File: src/rtl/renkon_wload.sv
// renkon_wload: distributes a weight/bias word stream into CORE network memories,
// one group of CORE cores at a time. Cores past n_out in the last group are zero-filled.
module renkon_wload #(
    parameter int CORE    = 8,
    parameter int CORELOG = $clog2(CORE),
    parameter int DWIDTH  = 16,
    parameter int NETSIZE = 11,
    parameter int LWIDTH  = 10
) (
    input  logic               clk,
    input  logic               xrst,
    input  logic               req,
    input  logic [LWIDTH-1:0]  n_in,
    input  logic [LWIDTH-1:0]  n_out,
    input  logic [LWIDTH-1:0]  fil_size,
    input  logic [NETSIZE-1:0] net_base,
    input  logic               s_valid,
    input  logic [DWIDTH-1:0]  s_data,
    output logic               s_ready,
    output logic [CORELOG:0]   net_we,
    output logic [NETSIZE-1:0] net_addr,
    output logic [DWIDTH-1:0]  write_net,
    output logic               busy,
    output logic               ack
);
    localparam int WW = 3*LWIDTH + 1;        // words per core block
    localparam int MW = LWIDTH + CORELOG + 1; // flat core index CORE*g+j

    typedef enum logic [1:0] {IDLE, RUN, DONE} state_t;

    state_t             state_q, state_d;
    logic [LWIDTH-1:0]  n_out_q, n_out_d;
    logic [WW-1:0]      wlen_q, wlen_d, w_q, w_d;
    logic [CORELOG-1:0] j_q, j_d;
    logic [MW-1:0]      map_q, map_d;
    logic [NETSIZE-1:0] gbase_q, gbase_d;
    logic [CORELOG:0]   we_q, we_d;
    logic [NETSIZE-1:0] addr_q, addr_d;
    logic [DWIDTH-1:0]  data_q, data_d;
    logic               busy_q, busy_d, ack_q, ack_d;
    logic [2*LWIDTH-1:0] f2;
    logic               live, step, wlast, jlast, glast;

    assign f2    = {{LWIDTH{1'b0}}, fil_size} * {{LWIDTH{1'b0}}, fil_size};
    assign live  = (map_q < MW'(n_out_q));
    assign wlast = (w_q == wlen_q - WW'(1));
    assign jlast = (j_q == CORELOG'(CORE-1));
    // Only meaningful when jlast: the group just finished covers all of n_out.
    assign glast = ((map_q + MW'(1)) >= MW'(n_out_q));
    assign step  = (state_q == RUN) && (!live || s_valid);
    assign s_ready = (state_q == RUN) && live;

    always_comb begin
        state_d = state_q;
        n_out_d = n_out_q;
        wlen_d  = wlen_q;
        w_d     = w_q;
        j_d     = j_q;
        map_d   = map_q;
        gbase_d = gbase_q;
        we_d    = '0;
        addr_d  = addr_q;
        data_d  = data_q;
        busy_d  = busy_q;
        ack_d   = 1'b0;
        case (state_q)
            IDLE: begin
                if (req) begin
                    n_out_d = n_out;
                    wlen_d  = WW'(n_in) * WW'(f2) + WW'(1);
                    gbase_d = net_base;
                    w_d     = '0;
                    j_d     = '0;
                    map_d   = '0;
                    busy_d  = 1'b1;
                    state_d = (n_out != '0) ? RUN : DONE;
                end
            end
            RUN: begin
                if (step) begin
                    we_d   = {1'b0, j_q} + (CORELOG+1)'(1);
                    addr_d = gbase_q + NETSIZE'(w_q);
                    data_d = live ? s_data : '0;
                    if (wlast) begin
                        w_d   = '0;
                        map_d = map_q + MW'(1);
                        if (jlast) begin
                            j_d     = '0;
                            gbase_d = gbase_q + NETSIZE'(wlen_q);
                            if (glast) state_d = DONE;
                        end else begin
                            j_d = j_q + CORELOG'(1);
                        end
                    end else begin
                        w_d = w_q + WW'(1);
                    end
                end
            end
            DONE: begin
                busy_d  = 1'b0;
                ack_d   = 1'b1;
                state_d = IDLE;
            end
            default: state_d = IDLE;
        endcase
    end

    always_ff @(posedge clk or negedge xrst) begin
        if (!xrst) begin
            state_q <= IDLE;
            n_out_q <= '0;
            wlen_q  <= '0;
            w_q     <= '0;
            j_q     <= '0;
            map_q   <= '0;
            gbase_q <= '0;
            we_q    <= '0;
            addr_q  <= '0;
            data_q  <= '0;
            busy_q  <= 1'b0;
            ack_q   <= 1'b0;
        end else begin
            state_q <= state_d;
            n_out_q <= n_out_d;
            wlen_q  <= wlen_d;
            w_q     <= w_d;
            j_q     <= j_d;
            map_q   <= map_d;
            gbase_q <= gbase_d;
            we_q    <= we_d;
            addr_q  <= addr_d;
            data_q  <= data_d;
            busy_q  <= busy_d;
            ack_q   <= ack_d;
        end
    end

    assign net_we    = we_q;
    assign net_addr  = addr_q;
    assign write_net = data_q;
    assign busy      = busy_q;
    assign ack       = ack_q;
endmodule

File: config.mk
export PLATFORM = sky130hd
export DESIGN_NAME = renkon_wload
export DESIGN_NICKNAME = d
export VERILOG_FILES = /design/src/rtl/renkon_wload.sv
export SDC_FILE = /design/constraint.sdc
export NUM_CORES = 1
export LEC_CHECK = 0
export CORE_MARGIN = 10
export CORE_UTILIZATION = 30
export CTS_CLUSTER_DIAMETER = 40
export DETAILED_ROUTE_END_ITERATION = 6
export HOLD_SLACK_MARGIN = 0.06
export PLACE_DENSITY = 0.54
export SETUP_SLACK_MARGIN = 0.5
export SKIP_CTS_REPAIR_TIMING = 1
export SYNTH_ARGS = -nofsm -noshare
export SYNTH_HDL_FRONTEND = slang
export SYNTH_SLANG_ARGS = --single-unit
File: constraint.sdc
create_clock -name clk -period 4.1 [get_ports clk]
set_clock_uncertainty 0.2 [all_clocks]
set_input_delay 0.615 -clock clk [delete_from_list [all_inputs] [get_ports clk]]
set_output_delay 0.615 -clock clk [all_outputs]
set_load 0.01 [all_outputs]
Yosys cells after proc, flatten, opt, wreduce, memory -nomap -nowiden
Cells that the tools add are included.
- register bits after elaboration: 135
- word-level logic and storage cells: 79
- $add $sub $neg: 8
- multiply operators: 2
- magnitude comparators: 2
- eq/ne operators: 9
- mux-type cells: 31
- reductions and logical operators: 15
- operators with widths (cell ; number):
    31-bit 2-to-1 mux ; 3
    31-bit one-hot mux with 2 select lines ; 1
    11-bit 2-to-1 mux ; 4
    14-bit 2-to-1 mux ; 3
    30-bit by 1-bit adder with 31-bit output, second input constant ; 1
    31-bit by 1-bit adder with 31-bit output, second input constant ; 1
    31-bit equality test ; 1
    31-bit by 1-bit subtractor with 31-bit output, second input constant ; 1
    10-bit by 20-bit multiplier with 30-bit output ; 1
    14-bit one-hot mux with 2 select lines ; 1
    11-bit adder ; 2
    11-bit one-hot mux with 2 select lines ; 1
    10-bit by 10-bit multiplier with 20-bit output ; 1
    16-bit 2-to-1 mux ; 1
    14-bit by 1-bit adder with 14-bit output, second input constant ; 1
    14-bit by 10-bit >= comparator with 1-bit output ; 1
    14-bit by 10-bit less-than comparator with 1-bit output ; 1
    2-bit 2-to-1 mux ; 6
    3-bit 2-to-1 mux ; 4
    2-bit inequality test, second input constant ; 5
    5-bit AND reduction ; 2
    10-bit nonzero test ; 1
    4-bit 2-to-1 mux ; 2
    3-bit one-hot mux with 2 select lines ; 1
    other kinds (16) ; 21

Longest topological paths before layout
- depth in word-level cells: 7
- gate-level depth with buffers: 37
- gate-level depth less buffers: 36

Worst setup path before layout
No wires, ideal clock.
- kind: input -> register
- start point: input fil_size[7]
- end point: register wlen_q[30]
- data arrival time: 10.355 ns
- setup slack: -6.525 ns
- stages: 34
- path buffers: 2
- path through: clkbuf_1 > nand2_1 > inv_1 > fa_1 > fa_1 > fa_1 > fa_1 > fa_1 > ha_1 > nand3_1 > a21oi_1 > o31ai_1 > o311a_1 > clkbuf_1 > o311a_1 > nand2_1 > fa_1 > inv_1 > fa_1 > fa_1 > fa_1 > inv_1 > fa_1 > inv_1 > ha_1 > and4_1 > nor2b_1 > nand2_1 > a211oi_1 > a2111oi_0 > o41ai_1 > a21oi_1 > or4b_2 > nand3_1
- longest elaborated chain between the ends: 3
- ends and longest elaborated chain (item ; RTL line ; source):
    from (decl) ; 15 ; input logic [LWIDTH-1:0] fil_size,
    10-bit by 10-bit multiplier with 20-bit output ; 44 ; assign f2 = {{LWIDTH{1'b0}}, fil_size} * {{LWIDTH{1'b0}}, fil_size};
    10-bit by 20-bit multiplier with 30-bit output ; 70 ; wlen_d = WW'(n_in) * WW'(f2) + WW'(1);
    30-bit by 1-bit adder with 31-bit output ; 70 ;
    to (signal assigned) ; 125 ; wlen_q <= wlen_d;
    to (decl) ; 33 ; logic [WW-1:0] wlen_q, wlen_d, w_q, w_d;
No other way between the ends.
A chain may end at the register's enable or synchronous reset.

Worst setup path after layout
- start point: input fil_size[9]
- end point: register wlen_q[30]
The elaborated chain is that of the path after synthesis.

==> impl_metrics.env <==
export IMPL_violations="setup timing"
export IMPL_drc_errors=0
export IMPL_cts_root_buf="clkbuf_16"
export IMPL_slowest_stage="fa_1"
export IMPL_slowest_delay_ns=0.58
export IMPL_end_kind="flop"
export IMPL_grt_max_degree=75
export IMPL_fin_crit_sh_pct=229
export IMPL_maxSlewViolCount=0
export IMPL_cp_depth=35
export IMPL_fin_hold_ws_ns=0.0106
export IMPL_dr_pass1_iters=7
export IMPL_cap_violations=0
export IMPL_yosysWarnings=0
export IMPL_reg2reg_depth=11
export IMPL_fp_dieArea_um2=67400
export IMPL_synth_area_um2=17200
export IMPL_r2r_start="wlen_q[0]$_DFFE_PN0P_"
export IMPL_post_drt_wl_per_cell_um=15.1
export IMPL_syn_nets=2372
export IMPL_synth_top_flop_cell="dfrtp_1"
export IMPL_crit_buf_inv=6
export IMPL_num_antenna_cells=0
export IMPL_cp_required_ns=4.26
export IMPL_fin_util_pct=41.4
export IMPL_synth_top_cell_area_share_pct=21.1
export IMPL_critPathKind="primary input to flop"
export IMPL_hold_viol=0
export IMPL_synth_edf_count=0
export IMPL_port_buffers=94
export IMPL_coreArea_um2=56600
export IMPL_die_w_um=260
export IMPL_arrival_ns=9.55
export IMPL_hpwl_um=37400
export IMPL_yosysSeqAreaShare_pct=19.6
export IMPL_cp_start_kind="primary input"
export IMPL_nets=2704
export IMPL_postRouteAntennaNets=0
export IMPL_rr_endpoint="j_q[0]$_DFFE_PN0P_"
export IMPL_r2r_setup_slack_ns=0.43
export IMPL_worstSetupStartpoint="fil_size[9]"
export IMPL_fillers=5563
export IMPL_cp_common_cell="fa_1"
export IMPL_h_tree_depth=4
export IMPL_cp_top_family="adder cells"
export IMPL_async_flop_share_pct=100
export IMPL_synth_top_area_cell="fa_1"
export IMPL_dr_first_iter_drc_count=540
export IMPL_clkLatencyLatePin_ns=0.43
export IMPL_grt_use_total_pct=13.5
export IMPL_clockBufferDepth=2
export IMPL_dpl_instance_area_um2=21600
export IMPL_clkTransAtPathRegs_ns=0.06
export IMPL_avgViaCountPerCell=4.80
export IMPL_initial_core_util_pct=30.4
export IMPL_drive_gt1_share_pct=26.3
export IMPL_rsz0062_at_grt="yes"
export IMPL_rows=87
export IMPL_crit_fanout=5
export IMPL_crit_path_end="wlen_q[30]$_DFFE_PN0P_"
export IMPL_fp_dieH_um=260
export IMPL_layout_setup_ws_ns=-5.29
export IMPL_syn_avg_cell_area_um2=8.77
export IMPL_final_cell_mix="buf_4 (249), nand2_1 (219), inv_1 (205)"
export IMPL_cts_tree="done"
export IMPL_max_clock_freq_mhz=106
export IMPL_status="finished with violations"
export IMPL_netlist_instances=1964
export IMPL_setup_tns_ns=-113.74
export IMPL_pin_count=95
export IMPL_antenna_found_initial=0
export IMPL_drt_wl_total_um=46300
export IMPL_layout_commonest_cell="buf_4"
export IMPL_grt_pass1_wl_um=76000
export IMPL_dr_total_vias=14700
export IMPL_place_congestion=0.852
export IMPL_yosys_top_cells_area="fa_1 (21%), dfrtp_1 (20%), ha_1 (12%)"
export IMPL_grt_overflow_total=0
export IMPL_tightest_slew_ns=0.894
export IMPL_period_minus_slack_ns=9.39
export IMPL_syn2layout_area_growth_pct=36.0
export IMPL_final_area_um2=23400
export IMPL_final_setup_viol_count=26
export IMPL_synth_cell_types=68
export IMPL_cts_sinks=135
export IMPL_grt_pass1_vias=15100
export IMPL_max_slew_margin_pct=39.8
export IMPL_worstHoldPathType="primary input to asynchronous set/reset pin"
export IMPL_synth_seq_cells=135
export IMPL_cts_buffers=17
## Yosys cell counts (all sizes together) (20+ instances only)
cell	number
a21oi	60
and2	131
clkbuf	73
dfrtp	135
fa	182
ha	165
inv	239
nand2	240
nand3	54
nand4	28
nor2	77
nor2b	31
nor3	36
nor4	20
o21a	20
o21ai	92
xnor2	74
xor2	51
## worst min path at each step
stage / startpoint / to / slack, ns / cells past startpoint
2_1_floorplan: xrst / ack$_DFF_PN0_ / 0.12 / 0
3_3_place_gp: net_addr[7]$_DFFE_PN0P_ / net_addr[7]$_DFFE_PN0P_ / 0.26 / 2
3_5_place_dp: net_addr[4]$_DFFE_PN0P_ / net_addr[4]$_DFFE_PN0P_ / 0.27 / 2
4_1_cts: xrst / map_q[8]$_DFFE_PN0P_ / 0.04 / 1
5_1_grt: xrst / map_q[8]$_DFFE_PN0P_ / 0.07 / 1
6_report: xrst / n_out_q[7]$_DFFE_PN0P_ / 0.01 / 1
## area by class of cell
type | instances | area [µm²] | area share [%]
Clock buffer | 19 | 443 | 1.89
Clock inverter | 13 | 97.6 | 0.416
Sequential cell | 135 | 3390 | 14.5
Inverter | 239 | 897 | 3.83
Tap cell | 756 | 946 | 4.04
Timing Repair Buffer | 394 | 3510 | 15.0
Multi-Input combinational cell | 1509 | 14200 | 60.4
## logic make-up after synthesis
group / synth area share, %
multiplexers: 0.951
AND/OR/NAND/NOR: 20.7
XOR/XNOR: 6.35
buffers and inverters: 7.02
flip-flops: 19.6
adder cells (fa/ha/maj): 33.1
AO/OA/AOI/OAI: 12.2
## registers in the layout, summed over array words and instances (netlist names)
signal / flops
w_q: 31
wlen_q: 31
write_net: 16
map_q: 14
gbase_q: 11
net_addr: 11
n_out_q: 10
net_we: 4
j_q: 3
state_q: 2
ack: 1
busy: 1
## stage by stage
stage / setup slack [ns] / cells
2_1_floorplan: -5.42 / 1964
6_report: -5.29 / 3065
5_1_grt: -5.62 / 3065
3_3_place_gp: -6.20 / 2991
4_1_cts: -5.92 / 3023
3_5_place_dp: -6.37 / 2991
## per-layer routing
layer  GRT usage (%)  up-vias  part of all wire [%]
met5               0        -                     0
met4            2.58        0                   1.5
met3            1.33       41                   2.9
met2            24.0      225                    50
met1            17.4     7217                    46
li1                -     7225                     -
## worst reg2reg max path: stages (launching register included)
cell and delay (ns):
dfrtp_2 0.48, inv_2 0.10, ha_4 0.17, nand2b_4 0.09
nor4_4 0.38, nand2_2 0.18, xnor2_2 0.19, nand4_1 0.18
or4_4 0.57, or4_4 0.61, or3_4 0.39, o21ai_2 0.06
Power is left out: the tool's default activity adds up to more than one toggle a clock period on the data nets, which glitch-free logic cannot reach.
